==> config.mk <==
export PLATFORM = sky130hd
export DESIGN_NAME = bin_to_bcd_decimal
export DESIGN_NICKNAME = d
export VERILOG_FILES = /design/src/rtl/bin_to_bcd_decimal.sv
export SDC_FILE = /design/constraint.sdc
export NUM_CORES = 1
export LEC_CHECK = 0
export ABC_AREA = 1
export CAP_MARGIN = 5
export CORE_MARGIN = 4
export CORE_UTILIZATION = 53
export CTS_CLUSTER_DIAMETER = 60
export CTS_CLUSTER_SIZE = 40
export DETAILED_ROUTE_END_ITERATION = 6
export GPL_TIMING_DRIVEN = 0
export MAX_ROUTING_LAYER = met4
export PLACE_DENSITY = 0.77
export SLEW_MARGIN = 20
export SYNTH_ARGS = -nofsm -noshare
export SYNTH_HDL_FRONTEND = slang
export SYNTH_SLANG_ARGS = --single-unit
==> constraint.sdc <==
create_clock -name clk -period 2.8 [get_ports clk]
set_input_delay 0.28 -clock clk [delete_from_list [all_inputs] [get_ports clk]]
set_output_delay 0.28 -clock clk [all_outputs]
set_load 0.005 [all_outputs]
==> src/rtl/bin_to_bcd_decimal.sv <==
// bin_to_bcd_decimal: sequential binary-to-BCD converter (shift-add-3, one
// input bit per clock) with a registered one-hot decimal decode per digit.
// Optional build macro: LEADING_ZERO_BLANK_EN blanks the decode of leading
// zero digits above digit 0.
//
// state | meaning
// ------+-------------------------------------------------------------
// IDLE  | waiting for start; result registers hold the last result
// CONV  | one shift-add-3 step per clock, counter runs BIN_W down to 0

module bin_to_bcd_decimal #(
   parameter int BIN_W  = 8,
   parameter int DIGITS = 3
) (
   input  logic                  clk,
   input  logic                  rst,
   input  logic                  start,
   input  logic [BIN_W-1:0]      bin_in,
   output logic                  busy,
   output logic                  done,
   output logic                  overflow,
   output logic [4*DIGITS-1:0]   bcd_out,
   output logic [10*DIGITS-1:0]  dec_out
);

   localparam int CNT_W = $clog2(BIN_W + 1);
   localparam int ACC_W = 4 * DIGITS;

   // decode of an all-zero result, used as the reset value of dec_out
`ifdef LEADING_ZERO_BLANK_EN
   localparam logic [10*DIGITS-1:0] DEC_ZERO = (10*DIGITS)'(1);
`else
   localparam logic [10*DIGITS-1:0] DEC_ZERO = {DIGITS{10'd1}};
`endif

   typedef enum logic {IDLE, CONV} state_t;

   state_t              state, state_nxt;
   logic [BIN_W-1:0]    bin_sr;
   logic [ACC_W-1:0]    acc;
   logic                ovf_trk;
   logic [CNT_W-1:0]    cnt;

   logic [ACC_W-1:0]    acc_adj;
   logic [ACC_W-1:0]    acc_shift;
   logic                shift_out;
   logic                last;
   logic                ovf_fin;
   logic [ACC_W-1:0]    res_bcd;
   logic [10*DIGITS-1:0] res_dec;
   logic [3:0]          dig;
   logic                hi_zero;
   logic                blank;

   assign busy = (state == CONV);
   assign last = (state == CONV) && (cnt == CNT_W'(1));

   // add 3 to every digit >= 5, then shift the next binary bit into the units
   always_comb begin
      acc_adj = acc;
      for (int i = 0; i < DIGITS; i++) begin
         if (acc[4*i +: 4] >= 4'd5)
            acc_adj[4*i +: 4] = acc[4*i +: 4] + 4'd3;
      end
      {shift_out, acc_shift} = {acc_adj, bin_sr[BIN_W-1]};
   end

   // final result: saturate to all 9s if anything ever left the top digit
   always_comb begin
      ovf_fin = ovf_trk | shift_out;
      res_bcd = ovf_fin ? {DIGITS{4'h9}} : acc_shift;
   end

   // one-hot decode per digit, walking from the top digit down so leading zeros are known
   always_comb begin
      res_dec = '0;
      hi_zero = 1'b1;
      dig     = 4'd0;
      blank   = 1'b0;
      for (int i = DIGITS - 1; i >= 0; i--) begin
         dig     = res_bcd[4*i +: 4];
         hi_zero = hi_zero && (dig == 4'd0);
`ifdef LEADING_ZERO_BLANK_EN
         blank   = hi_zero && (i != 0);
`else
         blank   = 1'b0;
`endif
         // codes 10..15 shift the one out of the field and decode to all zeros
         if (!blank)
            res_dec[10*i +: 10] = 10'd1 << dig;
      end
   end

   // state register
   always_ff @(posedge clk or posedge rst) begin
      if (rst) state <= IDLE;
      else     state <= state_nxt;
   end

   // next-state logic
   always_comb begin
      state_nxt = state;
      case (state)
         IDLE:    if (start) state_nxt = CONV;
         CONV:    if (cnt == CNT_W'(1)) state_nxt = IDLE;
         default: state_nxt = IDLE;
      endcase
   end

   // operand capture and shift-add-3 datapath
   always_ff @(posedge clk or posedge rst) begin
      if (rst) begin
         bin_sr  <= '0;
         acc     <= '0;
         ovf_trk <= 1'b0;
         cnt     <= '0;
      end else if (state == IDLE) begin
         if (start) begin
            bin_sr  <= bin_in;
            acc     <= '0;
            ovf_trk <= 1'b0;
            cnt     <= CNT_W'(BIN_W);
         end
      end else begin
         bin_sr  <= bin_sr << 1;
         acc     <= acc_shift;
         ovf_trk <= ovf_fin;
         cnt     <= cnt - CNT_W'(1);
      end
   end

   // result registers load only on the final conversion edge
   always_ff @(posedge clk or posedge rst) begin
      if (rst) begin
         done     <= 1'b0;
         overflow <= 1'b0;
         bcd_out  <= '0;
         dec_out  <= DEC_ZERO;
      end else begin
         done <= last;
         if (last) begin
            overflow <= ovf_fin;
            bcd_out  <= res_bcd;
            dec_out  <= res_dec;
         end
      end
   end

endmodule

## Word level (Yosys, flattened, before mapping)

Index checks and enable logic that the tools add are counted.
W data, S select, Z words.

| storage, ports and cells | value |
|---|---|
| flip-flop bits (word level) | 70 |
| output and inout bits | 45 |

| operators by class | value |
|---|---|
| bitwise operators | 2 |
| add/sub/neg operators | 4 |
| $lt $le $gt $ge | 3 |
| reductions and logical operators | 2 |
| shift-type cells | 3 |
| muxes and demuxes | 15 |
| equality and inequality tests | 1 |

Operators with widths:

| operator | count |
|---|---|
| $mux W12 | 3 |
| $shl A1 B4 Y10 const A | 3 |
| $mux W4 | 5 |
| $mux W8 | 2 |
| $add A4 B2 Y4 const B | 3 |
| $ge A4 B3 Y1 const B | 3 |
| $eq A4 B1 Y1 const B | 1 |
| $mux W1 | 4 |
| $sub A4 B1 Y4 const B | 1 |
| $pmux W1 S2 | 1 |
| $reduce_bool A2 Y1 | 1 |
| $logic_and A1 B1 Y1 | 1 |
| $not A1 Y1 | 1 |
| $or A1 B1 Y1 | 1 |

## Depth between registers and ports, before layout

Gate-level depths: netlist of run 1.

| depth | value |
|---|---|
| depth after elaboration | 5 |
| depth in mapped cells | 13 |
| depth with buffers taken out | 13 |

## Worst setup path after synthesis of run 1

No wires, ideal clock.

| path | value |
|---|---|
| path type | register -> register |
| from | register acc[8] |
| to | register dec_out[19] |
| library setup time | 118 ps |
| data arrival time | 1509 ps |
| cell stages (with the launch flop) | 13 |
| setup slack | 1173 ps |
| path through | dfrtp_1 > inv_1 > ha_1 > inv_1 > nand2_2 > nand2_2 > nand2_1 > nor2_2 > nor2_4 > buf_6 > o21ai_0 > nand3_1 > nand2_1 |

| on the way | value |
|---|---|
| word-level cells in the longest chain between the ends | 5 |

Ends and longest elaborated chain:

| element | RTL line | RTL |
|---|---|---|
| from (decl) | 40 | `logic [ACC_W-1:0] acc;` |
| from (signal assigned) | 126 | `acc <= acc_shift;` |
| $add A4 B2 Y4 / $ge A4 B3 Y1 (equally long branches) | 63, 62 |  |
| $mux W4 * | 62 | `if (acc[4*i +: 4] >= 4'd5)` |
| $or A1 B1 Y1 * | 70 | `ovf_fin = ovf_trk \| shift_out;` |
| $mux W12 * | 71 | `res_bcd = ovf_fin ? {DIGITS{4'h9}} : acc_shift;` |
| $shl A1 B4 Y10 * | 90 | `res_dec[10*i +: 10] = 10'd1 << dig;` |
| to (signal assigned) | 144 | `dec_out <= res_dec;` |
| to (decl) | 23 | `output logic [10*DIGITS-1:0] dec_out` |

Every way passes the cells marked *; elsewhere a longest branch is shown, timed or not.
A chain may end at the register's enable or synchronous reset.

## Worst setup path in the final report of run 1

| path | value |
|---|---|
| from | register acc[4] |
| to | register dec_out[21] |

| on the way | value |
|---|---|
| word-level cells in the longest chain between the ends | 4 |

Ends and longest elaborated chain:

| element | RTL line |
|---|---|
| $add A4 B2 Y4 / $ge A4 B3 Y1 (equally long branches) | 63, 62 |
| $mux W4 * | 62 |
| $mux W12 * | 71 |
| $shl A1 B4 Y10 * | 90 |

Marks and branches as above.

==> results of run 1 <==
## flip-flops by register name (all words and copies together) (netlist names)
name	cells
overflow	1
bin_sr	8
bcd_out	12
dec_out	30
acc	12
done	1
cnt	4
ovf_trk	1
busy	1
## final cells by class
cell class,instances,area [um^2],area share
inverters,31,119,0.0285
clock inverters,5,82.6,0.0198
well taps,75,93.8,0.0225
clock buffers,11,141,0.0339
repair buffers,56,571,0.137
plain buffers,12,61.3,0.0147
multi-input cells,279,1350,0.323
flip-flops and latches,70,1760,0.421
## path summary, 6_finish.rpt
path | slack (ns) | startpoint | end
worst max-delay path | 0.85 | acc[4] | dec_out[21]
worst min-delay path | 0.24 | rst | bin_sr[5]
worst max register to register | 0.85 | acc[4] | dec_out[21]
worst min register to register | 0.48 | dec_out[10] | dec_out[10]
max in group asynchronous | 1.95 | rst | dec_out[20]
min in group clk | 0.48 | dec_out[10] | dec_out[10]
## cells by family after synthesis
kind of cell	share of synthesized area
xor+xnor	0.00267
buf+inv	0.0541
compound gates	0.0812
flops	0.535
simple gates	0.297
fa+ha+maj	0.0305
## Yosys cell counts
master,number
a21oi_1,1
a22o_1,1
a31oi_1,3
buf_1,1
buf_2,4
buf_4,1
buf_6,1
clkbuf_1,5
dfrtp_1,67
dfstp_2,3
ha_1,8
inv_1,31
nand2_1,150
nand2_2,5
nand2_4,1
nand3_1,23
nand3_4,2
nand4_1,6
nor2_1,27
nor2_2,4
nor2_4,4
nor3_1,2
o211ai_1,1
o21ai_0,21
o21ai_1,2
o21ai_2,1
o22ai_1,14
o31ai_1,2
xnor2_1,1
## cells in the final DEF, fill, tap and decap left out, drive strengths merged, types with 6 or more instances in the layout
master and n:
o22ai 14, o21ai 24, buf 8, clkdlybuf4s50 55, clkbuf 16, inv 31
nand4 6, nor2 35, ha 8, nand2 156, dfrtp 67, nand3 25
## layer usage
layer | wire length [um] | track usage | share of wire
met5 | 0 | - | 0
met4 | 135 | 0.0850 | 0.019
met3 | 357 | 0.0485 | 0.049
met2 | 3530 | 0.337 | 0.49
met1 | 3230 | 0.269 | 0.45
## power by group through the flow
stage / Clock [mW] / Sequential [mW] / Combinational (mW)
after floorplan: 0 / 1.55 / 1.36
after detailed placement: 0 / 1.57 / 2.08
after global placement: 0 / 1.56 / 1.99
after CTS: 0.920 / 1.55 / 2.09
final: 0.916 / 1.55 / 2.08
after global routing: 0.967 / 1.60 / 2.35
## through the flow
stage	area (um^2)	util	hold WS [ns]	std cells
2_1_floorplan	3280	-	0.400	392
3_3_place_gp	3930	0.659	0.462	522
3_5_place_dp	3950	0.663	0.465	523
4_1_cts	4170	0.701	0.253	539
5_1_grt	4170	0.701	0.276	539
6_report	4170	0.701	0.243	539
## critical path: cells and delay by family (launching register included)
kind / cells / cell delay (ns)
compound gates: 1 / 0.38
fa+ha+maj: 1 / 0.25
buf+inv: 1 / 0.11
flops: 1 / 0.41
simple gates: 6 / 0.73
==> impl_summary.md, run 1 <==
Floorplanning
The total number of placement rows is 28. The vertical extent of the die is 86.7 um. The core box area is 5960 um^2. The number of primary I/O pins is 56. From left edge to right edge, the die measures 86.7 um. The full die area is 7520 um^2. For this configuration, the core starts out at a cell density of 0.551.

Clocking
Clock tree synthesis selected as its root buffer the cell clkbuf_8. The count of hold buffers inserted by post-cts repair is 0. Buffers inserted during clock tree synthesis total 9. Buffers added to address setup during post-CTS repair amount to 0. The H-tree level count is 3. The TritonCTS clock tree is yes. The clock transition at the registers of the reported paths is 0.08 ns. Counting every sink on the clock net gives 70. The longest clock path from root to sink contains 2 buffers. The number of gates resized after cts is 0. The clock reaches the later pin of the worst-skew pair after 0.35 ns.

Worst hold path
The type of the tightest min-delay check is in2async.

Setup path
The cell repeated most along the worst path is nand2_1. In this design, the stage delay of the slowest critical-path cell is 0.41 ns. STA puts the critical path data required time at 3.08 ns.

The number of cells on the worst reg-to-reg path is 9. The worst setup path is launched from a flop. Walking the worst path, the cells encountered are inv_1 > ha_1 > nand2_1 > nand2_1 > nand2_1 > nand3_1 > o21ai_0 > nand3_1 > nand2_1. STA classifies the critical path endpoint as a flop. The maximum fanout count along the critical path is 6. The class of the most critical setup path is reg2reg. The cell with the largest stage delay on the worst path is dfrtp_1. The arrival time at the worst endpoint is 2.23 ns.

Placement
The minimum setup slack after placement is 0.890 ns. The HPWL after detailed placement is 5.31 mm. Routability-driven placement finished with a final weighted congestion of 0.889.

During placement, the flow inserted port buffers numbering 55.

Logic synthesis
In the post-synthesis netlist, the biggest area contributors are dfrtp_1 51%, nand2_1 17%, inv_1 3.5%. Synthesis handed over a netlist of 392 instances. Of the synthesized area, sequential elements account for 0.535. The number of nets in the synthesized netlist is 411. Of all cell types, the one taking the most synthesized area is dfrtp_1. The share of synthesized area in the top cell type comes to 0.511.

Synthesis inferred 70 register bits. A synthesized cell averages 8.38 um^2. The post-synthesis instance area is 3280 um^2.

Yosys printed 0 warnings. The number of distinct standard cells referenced by the synthesized netlist is 29.

Layout
The fraction of final layout cells sized beyond drive strength 1 is 0.0927. The filler cell count in the final layout is 490. 0 antenna diodes ended up in the layout. The number of nets in the layout is 478. Compared with the post-synthesis result, the final layout area differs by 27.1%.

Drt
The routed design has 7.26 mm of wire. The count of unresolved DRC violations after routing is 0. In the final routed layout, each cell accounts on average for 13.5 um. The post-route antenna net violation count is 0.

The number of iterations in the first detailed-routing pass is 4. The ratio of routed vias to standard cells is 5.19. In this run, the number of DRC markers left after iteration 0 of detailed routing was 167. The final route contains 2796 vias.

STA
For the pin with the worst max-slew slack, the measured transition is 0.560 ns. The number of pins with negative max-slew slack in the final report is 0. The clock skew is 0.00857 ns. Setup slack on the critical path of the routed design comes to 0.849 ns. The clock period could shrink to 1.95 ns. The number of setup violations in the final report is 0. Headroom to the max-slew limit came out at 0.623. The peak clock frequency supported by timing is 0.513 GHz. Setup repair after global routing left no endpoint under its margin. The number of failing hold endpoints at the final stage was 0. For the final routed database, the setup TNS stands at 0 ns.

The share of the cycle needed by the critical path after routing is 0.697.

Power and ir drop
Cell internal power was estimated by the tool at 2.67 mW. The switching share of total power is 0.414. The share of total power in sequential cells is 0.341. IR analysis of the VDD net gives a maximum drop of 0.639 mV. The power density over cell area is 1090 nW/um^2. The total power draw is 4.55 mW. The net switching power is 1.88 mW. The clock network fraction of total power is 0.201. The analysis attributes to cell leakage a power of 2.03 nW. The share of total power dissipated in combinational logic is 0.457.

Global routing
The global-route wire length before repair is 12.1 mm. Entering global routing, the biggest net connects 45 pins. For this run, the total global-route usage over all layers was measured as 0.214. The residual overflow from global routing is 0. The via count of the first global-routing pass is 2662. The initial antenna violation count is 0.

Status
The run finished with clean final reports.

Run
The number of max-cap violations is 0.
Note: power is estimated with default switching activity, not from simulation.
==> run 2, diff against run 1 <==
- clock period: 2.8 -> 1.8 ns (I/O delays scaled with it)
==> impl_summary.md, run 2 (same netlist as run 1, synthesis figures left out) <==
Status
The flow ran to the end, and the final reports show no timing, DRC or antenna violations.

Drt
For this block, the routed nets add up to 7.91 mm of wire. The iteration-0 DRC count of the detailed router is 155. Dividing the detail-routed wire length by the instance count gives 14.4 um. After detailed routing, the number of remaining DRC violations is 0. Before antenna repair, the detailed router went through 4 iterations.

The post-route antenna net violation count is 0. After detailed routing, the number of vias per cell comes to 5.31. The via count is 2919.

Global routing
The via count of the first global-routing pass is 2745. The initial antenna violation count came to 0. The global-route wire length before repair is 12.6 mm. Summed over all layers, the global routing overflow is 0. Entering global routing, the biggest net connects 30 pins.

The global-route usage over all layers is 0.224.

Floorplanning
The number of primary I/O pins is 56. The core region is 5960 um^2. The die covers 7520 um^2. For this configuration, the core starts out at a cell density of 0.551. The total number of placement rows is 28. In this run the horizontal extent of the chip is 86.7 um. The die is 86.7 um tall.

STA
Setup violations remaining at the end of the flow were counted as 0. The number of pins with negative max-slew slack in the final report is 0. Timing would allow up to 0.559 GHz. Clock skew on the completed layout was measured at 0.00688 ns. The share of the cycle needed by the critical path after routing is 0.994. The number of failing hold endpoints at the final stage was 0.

After routing, the total negative slack on setup checks comes to 0 ns. The measured slew at the worst slew-check pin is 0.527 ns. Setup repair after global routing could not meet its margin everywhere. For the finished layout, the period the worst path requires is 1.79 ns. Across all setup checks in the final design, the least slack found is 0.0107 ns. On the final layout, the worst hold slack is 0.203 ns.

The worst max-slew margin expressed relative to the limit is 0.645.

Placement
The count of buffers added on input and output ports is 55. The number of placed instances with taps included is 524. Prior to clock tree synthesis, the placed netlist has a worst setup slack of -0.160 ns.

Once detailed placement completed, the half-perimeter wirelength came to 5.41 mm. After detailed placement, the total cell area comes to 3980 um^2. The global placer's final weighted congestion is 0.892.

Clocking
The number of buffers inserted during clock tree synthesis is 9. The H-tree level count is 3. Clock-pin slew was measured on the worst setup and hold paths at 0.07 ns. The clock sink count is 70. The worst-case clock buffer depth is 2. The library cell used as clock root buffer is clkbuf_8. Hold repair after CTS inserted 0 buffers. Clock latency on the worst-skew pair, taken at its later pin, is 0.35 ns. TritonCTS built the clock tree.

Layout
The largest registers in the layout are dec_out (30), acc (12), bcd_out (12). In the layout the commonest cells are 144 x nand2_1, 66 x dfrtp_1, 55 x clkdlybuf4s50_1. Of the cells placed in the final design, the portion with a size suffix greater than 1 is 0.177. The filler cells instantiated in the layout total 454.

The post-route cell area is 4380 um^2. Leaving out filler cells and counting taps, the final layout contains 550. The diode insertion count for antenna repair is 0. The number of nets in the layout is 489. The area growth from synthesis to layout is 33.4%. The commonest non-fill, non-tap cell in the layout is nand2_1. The number of flip-flops in the largest register is 30.

The register with the most flip-flops in the final layout is dec_out.

Setup path
The worst setup path is of the reg2reg kind. At the worst endpoint, the required time is 2.09 ns. STA classifies the critical path startpoint as a flop.

The launch point of the critical path is acc[8]. The sort of element at the end of the critical path is a flop. The depth of the worst register-to-register path is 13.

Data on the critical path arrives at its endpoint at 2.08 ns. The maximum fanout count along the critical path is 6. The beginning of the worst register-to-register path is acc[8].

Power and ir drop
Power spread over the standard cell area amounts to 1720 nW/um^2. Across the VDD grid, the largest voltage drop is 1.07 mV. In this run the static leakage power is 2.09 nW.

Worst hold path
The worst hold path belongs to the class in2async.

Run
The tool flagged a number of max-cap violations equal to 0.
-- run 2: cell count changes in the layout (fill, tap and decap cells not counted), sizes merged --
cell	delta
clkinvlp	+3
clkinv	+1
clkbuf	-1
inv	-1
buf	+10
bufinv	-1
-- run 2: layer usage --
metal  share of wire  global-route usage  up-vias
met5               0                   -        -
met4           0.026               0.112        0
met3           0.047              0.0390       22
met2            0.51               0.359       82
met1            0.42               0.272     1395
li1                -                   -     1420
-- run 2: report_power, final --
group / leakage, nW / switching (mW) / internal, mW / total (mW)
clock: 0.0948 / 0.605 / 0.629 / 1.23
sequential: 0.894 / 0.345 / 2.09 / 2.43
combinational: 1.10 / 2.32 / 1.52 / 3.84
-- run 2: through the flow --
| stage | utilization | power [mW] |
|---|---|---|
| after CTS | 0.704 | 7.00 |
| after global placement | 0.660 | 5.52 |
| after global routing | 0.735 | 8.08 |
| after floorplan | - | 4.52 |
| after detailed placement | 0.668 | 5.68 |
| final | 0.735 | 7.51 |
-- run 2: what timing repair did --
| action | in CTS | in global routing |
|---|---|---|
| setup endpoints to repair | 25 | 36 |
| cloned | 0 | 1 |
| buffers inserted | 0 | 9 |
| resized for setup | 11 | 36 |
| pin swaps | 0 | 11 |
-- run 2: worst paths after layout --
path                               end  slack (ns)
setup / recovery            dec_out[7]        0.01
hold / removal             dec_out[25]        0.20
setup reg to reg            dec_out[7]        0.01
hold reg to reg             dec_out[7]        0.48
max in group asynchronous   dec_out[0]        0.86
min in group clk             bin_sr[4]        0.39
-- run 2: final cells by class --
type                    instances  area (um^2)  area share
clock inverters                 7         65.1      0.0149
inverters                      31          123      0.0280
multi-input cells             279         1450       0.332
clock buffers                   9          124      0.0283
plain buffers                  12         72.6      0.0166
flip-flops and latches         70         1760       0.401
well taps                      75         93.8      0.0214
repair buffers                 67          691       0.158
-- run 2: critical path, stage by stage, from the launching register on --
cell     delay (ns)
dfrtp_2        0.46
inv_4          0.09
ha_4           0.13
inv_2          0.04
nand2_4        0.08
nand2_4        0.06
nand2_4        0.06
nor2_4         0.04
nor2_4         0.19
buf_12         0.16
nand3_4        0.10
nor2_4         0.18
nand2_1        0.07
nand2_1        0.06
